$ cat src/rtl/postprocess_pkg.sv
// Shared definitions for the post-process rescale pipeline: field widths,
// pack-writer state encoding and the iter lane/word split helpers.
package postprocess_pkg;

    localparam int ITER_W = 9;
    localparam int DATA_W = 8;

    typedef enum logic [1:0] {
        EMPTY,
        FILL,
        FLUSH
    } pp_state_e;

    function automatic logic [ITER_W-1:0] lane_of(input logic [ITER_W-1:0] iter, input int lg);
        return iter & ((ITER_W'(1) << lg) - ITER_W'(1));
    endfunction

    function automatic logic [ITER_W-1:0] widx_of(input logic [ITER_W-1:0] iter, input int lg);
        return iter >> lg;
    endfunction

endpackage

$ cat src/rtl/postprocess_out_reg.sv
// One-entry valid/ready output register holding a write request.
module postprocess_out_reg #(
    parameter int ADDR_W = 9,
    parameter int DW     = 64,
    parameter int MW     = 8
) (
    input  logic              clk,
    input  logic              rst,
    input  logic              ld,
    input  logic [ADDR_W-1:0] ld_addr,
    input  logic [DW-1:0]     ld_data,
    input  logic [MW-1:0]     ld_mask,
    output logic              can_load,
    output logic              wr_valid,
    input  logic              wr_ready,
    output logic [ADDR_W-1:0] wr_addr,
    output logic [DW-1:0]     wr_data,
    output logic [MW-1:0]     wr_mask
);

    logic              valid_q, valid_d;
    logic [ADDR_W-1:0] addr_q, addr_d;
    logic [DW-1:0]     data_q, data_d;
    logic [MW-1:0]     mask_q, mask_d;

    // A new word may enter only when the slot is free or draining this cycle.
    assign can_load = !valid_q || wr_ready;

    always_comb begin
        valid_d = valid_q;
        addr_d  = addr_q;
        data_d  = data_q;
        mask_d  = mask_q;
        if (ld) begin
            valid_d = 1'b1;
            addr_d  = ld_addr;
            data_d  = ld_data;
            mask_d  = ld_mask;
        end else if (wr_ready) begin
            valid_d = 1'b0;
        end
    end

    always_ff @(posedge clk) begin
        if (rst) begin
            valid_q <= 1'b0;
            addr_q  <= '0;
            data_q  <= '0;
            mask_q  <= '0;
        end else begin
            valid_q <= valid_d;
            addr_q  <= addr_d;
            data_q  <= data_d;
            mask_q  <= mask_d;
        end
    end

    assign wr_valid = valid_q;
    assign wr_addr  = addr_q;
    assign wr_data  = data_q;
    assign wr_mask  = mask_q;

endmodule

$ cat src/rtl/postprocess_pack_writer.sv
// Packs tagged int8 pairs into wide output-buffer words and issues
// byte-masked writes with valid/ready backpressure.
module postprocess_pack_writer
    import postprocess_pkg::*;
#(
    parameter int PAIRS_PER_WORD = 4,
    parameter int ADDR_W         = 9,
    parameter int BASE_ADDR      = 0
) (
    input  logic                        clk,
    input  logic                        rst,
    input  logic                        in_valid,
    output logic                        in_ready,
    input  logic [ITER_W-1:0]           iter_in,
    input  logic [DATA_W-1:0]           data_in0,
    input  logic [DATA_W-1:0]           data_in1,
    input  logic                        flush,
    output logic                        wr_valid,
    input  logic                        wr_ready,
    output logic [ADDR_W-1:0]           wr_addr,
    output logic [16*PAIRS_PER_WORD-1:0] wr_data,
    output logic [2*PAIRS_PER_WORD-1:0] wr_mask,
    output logic                        done
);

    localparam int P  = PAIRS_PER_WORD;
    localparam int LG = $clog2(P);
    localparam int DW = 16 * P;
    localparam int MW = 2 * P;

    pp_state_e         state_q, state_d;
    logic [DW-1:0]     part_data_q, part_data_d;
    logic [MW-1:0]     part_mask_q, part_mask_d;
    logic [ITER_W-1:0] widx_q, widx_d;

    logic [LG-1:0]     lane;
    logic [ITER_W-1:0] widx;
    logic [ADDR_W-1:0] in_addr, part_addr;
    logic [DW-1:0]     ins_data, lane_dmask, merged_data;
    logic [MW-1:0]     ins_mask, merged_mask;
    logic              is_last, blocked, widx_chg, accept, can_load;

    logic              ld;
    logic [ADDR_W-1:0] ld_addr;
    logic [DW-1:0]     ld_data;
    logic [MW-1:0]     ld_mask;

    assign lane      = LG'(lane_of(iter_in, LG));
    assign widx      = widx_of(iter_in, LG);
    assign in_addr   = ADDR_W'(BASE_ADDR + int'(widx));
    assign part_addr = ADDR_W'(BASE_ADDR + int'(widx_q));
    assign is_last   = (lane == LG'(P - 1));

    assign ins_data    = DW'({data_in1, data_in0}) << {lane, 4'b0};
    assign lane_dmask  = DW'(16'hFFFF) << {lane, 4'b0};
    assign ins_mask    = MW'(2'b11) << {lane, 1'b0};
    assign merged_data = (part_data_q & ~lane_dmask) | ins_data;
    assign merged_mask = part_mask_q | ins_mask;

    // A word-index change stalls the new pair one cycle while the partial leaves.
    assign blocked  = wr_valid && !wr_ready;
    assign widx_chg = (state_q == FILL) && (widx != widx_q);
    assign in_ready = !rst && !blocked && (state_q != FLUSH) && !widx_chg;
    assign accept   = in_valid && in_ready;

    always_comb begin
        state_d     = state_q;
        part_data_d = part_data_q;
        part_mask_d = part_mask_q;
        widx_d      = widx_q;
        ld          = 1'b0;
        ld_addr     = part_addr;
        ld_data     = part_data_q;
        ld_mask     = part_mask_q;
        done        = 1'b0;
        unique case (state_q)
            EMPTY: begin
                if (accept) begin
                    if (is_last) begin
                        ld      = 1'b1;
                        ld_addr = in_addr;
                        ld_data = ins_data;
                        ld_mask = ins_mask;
                    end else begin
                        part_data_d = ins_data;
                        part_mask_d = ins_mask;
                        widx_d      = widx;
                        state_d     = FILL;
                    end
                end
            end
            FILL: begin
                if (widx_chg) begin
                    if (can_load) begin
                        ld          = 1'b1;
                        part_data_d = '0;
                        part_mask_d = '0;
                        state_d     = EMPTY;
                    end
                end else if (accept) begin
                    if (is_last) begin
                        ld          = 1'b1;
                        ld_data     = merged_data;
                        ld_mask     = merged_mask;
                        part_data_d = '0;
                        part_mask_d = '0;
                        state_d     = EMPTY;
                    end else begin
                        part_data_d = merged_data;
                        part_mask_d = merged_mask;
                    end
                end
            end
            FLUSH: begin
                if (part_mask_q != '0) begin
                    if (can_load) begin
                        ld          = 1'b1;
                        part_data_d = '0;
                        part_mask_d = '0;
                    end
                end else if (!wr_valid) begin
                    done    = 1'b1;
                    state_d = EMPTY;
                end
            end
            default: state_d = EMPTY;
        endcase
        // Flush wins the state; a pair accepted this cycle is already folded in.
        if (flush) state_d = FLUSH;
    end

    always_ff @(posedge clk) begin
        if (rst) begin
            state_q     <= EMPTY;
            part_data_q <= '0;
            part_mask_q <= '0;
            widx_q      <= '0;
        end else begin
            state_q     <= state_d;
            part_data_q <= part_data_d;
            part_mask_q <= part_mask_d;
            widx_q      <= widx_d;
        end
    end

    postprocess_out_reg #(
        .ADDR_W(ADDR_W),
        .DW    (DW),
        .MW    (MW)
    ) u_out_reg (
        .clk     (clk),
        .rst     (rst),
        .ld      (ld),
        .ld_addr (ld_addr),
        .ld_data (ld_data),
        .ld_mask (ld_mask),
        .can_load(can_load),
        .wr_valid(wr_valid),
        .wr_ready(wr_ready),
        .wr_addr (wr_addr),
        .wr_data (wr_data),
        .wr_mask (wr_mask)
    );

endmodule

$ cat config.mk
export PLATFORM = sky130hd
export DESIGN_NAME = postprocess_pack_writer
export DESIGN_NICKNAME = d
export VERILOG_FILES = /design/src/rtl/postprocess_pkg.sv /design/src/rtl/postprocess_out_reg.sv /design/src/rtl/postprocess_pack_writer.sv
export SDC_FILE = /design/constraint.sdc
export NUM_CORES = 1
export LEC_CHECK = 0
export CORE_AREA = 2 2 136 138
export CTS_CLUSTER_SIZE = 12
export DETAILED_ROUTE_END_ITERATION = 16
export DIE_AREA = 0 0 138 140
export MAX_ROUTING_LAYER = met4
export PLACE_DENSITY_LB_ADDON = 0.12
export SYNTH_ARGS = -nofsm -noshare
export SYNTH_HDL_FRONTEND = slang
export SYNTH_HIERARCHICAL = 1
export SYNTH_SLANG_ARGS = --single-unit
$ cat constraint.sdc
create_clock -name clk -period 3.05 [get_ports clk]
set_input_delay 0.61 -clock clk [delete_from_list [all_inputs] [get_ports clk]]
set_output_delay 0.61 -clock clk [all_outputs]
set_load 0.05 [all_outputs]
==> results.py <==
metrics = {
    "status": {
        "status": "completed",
    },
    "grt": {
        "grt_pass1_vias": 5435,
        "grt_pass1_wl_um": 29300,
        "grtUsageTotal": 0.1953,
        "grt_max_degree": 108,
        "grt_antenna_before_repair": 0,
        "grt.overflow.total": 0,
    },
    "place": {
        "dpl.cell_count": 1023,
        "gp_congestion": 0.8290,
        "place_hpwl_um": 12710,
        "place.port_buffers": 113,
    },
    "sta": {
        "rsz0062_at_grt": "no",
        "finClkSkew_ns": 0.009523,
        "worst_pin_slew_ns": 1.035,
        "finalCritPeriodShare": 0.9800,
        "min_period_ns": 2.989,
        "hold_violations": 0,
        "setup-violations-final": 0,
        "max_slew_margin": 0.3068,
        "tns_ns": 0,
        "fmax_ghz": 0.3346,
        "maxSlewViolCount": 0,
    },
    "route": {
        "first_pass_iters": 7,
        "wirelength_met1_um": 8956,
        "wl_met3_um": 567,
        "via_count": 5503,
        "wl_um": 18260,
        "ant_nets": 0,
        "drt_iter0_drc": 210,
        "wl_per_cell_um": 17.33,
        "drcViolationCount": 0,
        "viasPerCell": 5.221,
        "maxUsedRoutingLayer": "met4",
        "dr_wl_met2_um": 8483,
    },
    "die": {
        "core_area_sq_um": 17780,
        "ios": 114,
        "rows": 49,
        "start_util": 0.3979,
        "dieHeight_um": 140,
        "die_w_um": 138,
        "die_area_sq_um": 19320,
    },
    "cells_and_area": {
        "regArea_sq_um": 3263,
        "antenna_cells": 0,
        "instances_no_fill": 1054,
        "nNetsFinal": 847,
        "drive_above_1_share": 0.1382,
        "syn_to_final_growth_pct": 31.39,
        "fillers": 1607,
        "final_util": 0.5228,
        "multi_input_area_sq_um": 3443,
    },
    "setup_path": {
        "path_max_fanout": 4,
        "critPathBufInv": 3,
        "max_stage_delay_ns": 0.47,
        "required_ns": 2.44,
        "cp_top_family": "buffers and inverters",
        "critPathLaunchType": "input port",
        "slowest_stage": "clkdlybuf4s50_1",
        "crit_path_end_kind": "output port",
        "crit_type": "input port to output port",
        "crit_chain": "clkdlybuf4s50_1 -> xor2_1 -> or2_2 -> buf_4 -> o31ai_4 -> and2_1 -> buf_12",
        "cp.arrival_ns": 2.38,
    },
    "clock_network": {
        "cts_tree": "done",
        "cts_hold_buf": 0,
        "htree_levels": 4,
        "clk_pin_slew_ns": 0.07,
        "cts_resized": 0,
        "clock_sinks": 163,
        "clockBufferDepth": 2,
        "cts-buffers-inserted": 17,
        "cts_root_buf": "clkbuf_16",
        "clk_latency_ns": 0.43,
        "postCtsSetupRepairBufs": 0,
    },
    "pwr": {
        "internal-power_mw": 3.818,
        "power.leakage_nw": 3.699,
        "power.net_switching_mw": 1.360,
        "swShare": 0.2626,
        "comb_power_share": 0.146,
        "power_density_nw_per_um2": 557.0,
        "p_clk_frac": 0.428,
        "ir_worst_vdd_mv": 0.4613,
        "pwr-share-seq": 0.426,
    },
    "synth": {
        "yosysWarnings": 6,
        "synth_compound_area_frac": 0.1541,
        "synth_area_leaders": "dfxtp_1 (46%), mux2i_1 (12%), and2_1 (5.7%)",
        "synth_xor_area_frac": 0.009904,
        "async_reset_ff_frac": 0,
        "synth_top_family_by_area": "multiplexers",
        "synth_top_area_cell": "dfxtp_1",
        "synth_fa_ha_area_frac": 0.007075,
        "ys_ff_latch": 163,
        "synth_flop_cell": "dfxtp_1",
        "synthCells": 681,
        "avgSynthCellArea_sq_um": 10.39,
        "synthDistinctLibCells": 55,
        "synthMuxAreaShare": 0.1611,
        "synth_edf_count": 0,
        "yosys.area_share.simple": 0.1519,
        "synth-seq-area-share": 0.4613,
        "synthesis.area_sq_um": 7074,
        "synth_top_area_frac": 0.4613,
    },
    "hold_path": {
        "hold_path_class": "register to register",
    },
    "flow_run": {
        "cap_violations": 0,
    },
}
==> per-layer routing <==
layer	track usage	vias up
li1	-	2695
met1	0.2603	2651
met2	0.3035	140
met3	0.03179	17
met4	0.06552	0
met5	-	-
==> cell families (layout without fill, tap and decap cells) <==
kind of cell	after synthesis	after routing
AOI/OAI and AO/OA	130	130
xor gates and xnor gates	8	8
adders and majority gates	4	4
buffers and inverters	54	197
DFF	163	163
muxes	111	111
other	1	2
and+or+nand+nor	210	210
==> placed cells by master (no fill, tap or decap), types with 14 or more instances in the layout <==
master,netlist,routed
o21ai_0,14,14
dfxtp_1,163,163
a21o_1,21,21
a22o_1,42,42
mux2_2,22,22
clkbuf_16,0,17
nor2_1,92,92
buf_4,3,30
a32o_1,22,22
nand2_1,14,14
and2_1,64,64
buf_12,9,17
clkdlybuf4s50_1,0,110
mux2i_1,88,88
==> flip-flops by register name, indices dropped and copies added (netlist names) <==
signal,flops
u_out_reg/wr_data,64
part_mask_q,8
widx_q,7
u_out_reg/wr_addr,9
u_out_reg/wr_mask,8
state_q,2
part_data_q,64
u_out_reg/wr_valid,1
==> stage by stage <==
stage	power, mW	setup WS, ns	cell area [sq um]	hold WS [ns]
global route	5.369	0.01847	9295	0.4858
detailed placement	3.010	-0.1963	8693	0.4574
finish	5.178	0.06111	9295	0.4710
global placement	2.998	-0.1253	8693	0.4511
floorplan	2.765	0.0002796	7078	0.4317
CTS	5.221	0.05774	9295	0.4736
==> layout make-up <==
type,count,area share
multi-input cells,465,0.3704
flip-flops and latches,163,0.3511
repair buffers,157,0.1793
clock buffers,18,0.04617
well taps,229,0.03083
clock inverters,13,0.01858
inverters,9,0.003634
==> power by group through the flow <==
stage / Sequential, mW / Clock [mW] / Combinational (mW)
final: 2.20 / 2.22 / 0.758
after global routing: 2.21 / 2.35 / 0.805
after CTS: 2.20 / 2.26 / 0.760
after detailed placement: 2.25 / 0 / 0.757
after global placement: 2.25 / 0 / 0.747
after floorplan: 2.29 / 0 / 0.478
==> cells in the mapped netlist, types with 2 or more instances <==
master,count
buf_6,2
buf_2,6
a21oi_1,13
a21oi_4,3
o2bb2ai_1,2
or3_1,2
xor2_1,3
o311a_1,2
mux2_2,22
nand4_1,3
mux2i_1,88
buf_12,9
a21o_1,21
nand2_1,14
nor3_1,13
o21ai_0,14
buf_4,3
nor2_1,92
nor2b_1,4
a32o_1,22
or4_1,2
xnor2_1,5
ha_1,4
nor4_1,3
dfxtp_1,163
and2_1,64
inv_1,8
nand2b_1,3
clkbuf_1,24
a22o_1,42
==> worst paths after layout <==
| check | from | end | slack [ns] | depth (start not counted) |
|---|---|---|---|---|
| worst max register to register | state_q[1] | part_data_q[42] | 0.43 | 8 |
| worst min register to register | part_data_q[41] | part_data_q[41] | 0.47 | 1 |
| worst min-delay path | part_data_q[41] | part_data_q[41] | 0.47 | 1 |
| worst max-delay path | iter_in[6] | in_ready | 0.06 | 7 |
Power figures use the tool's default switching activity.
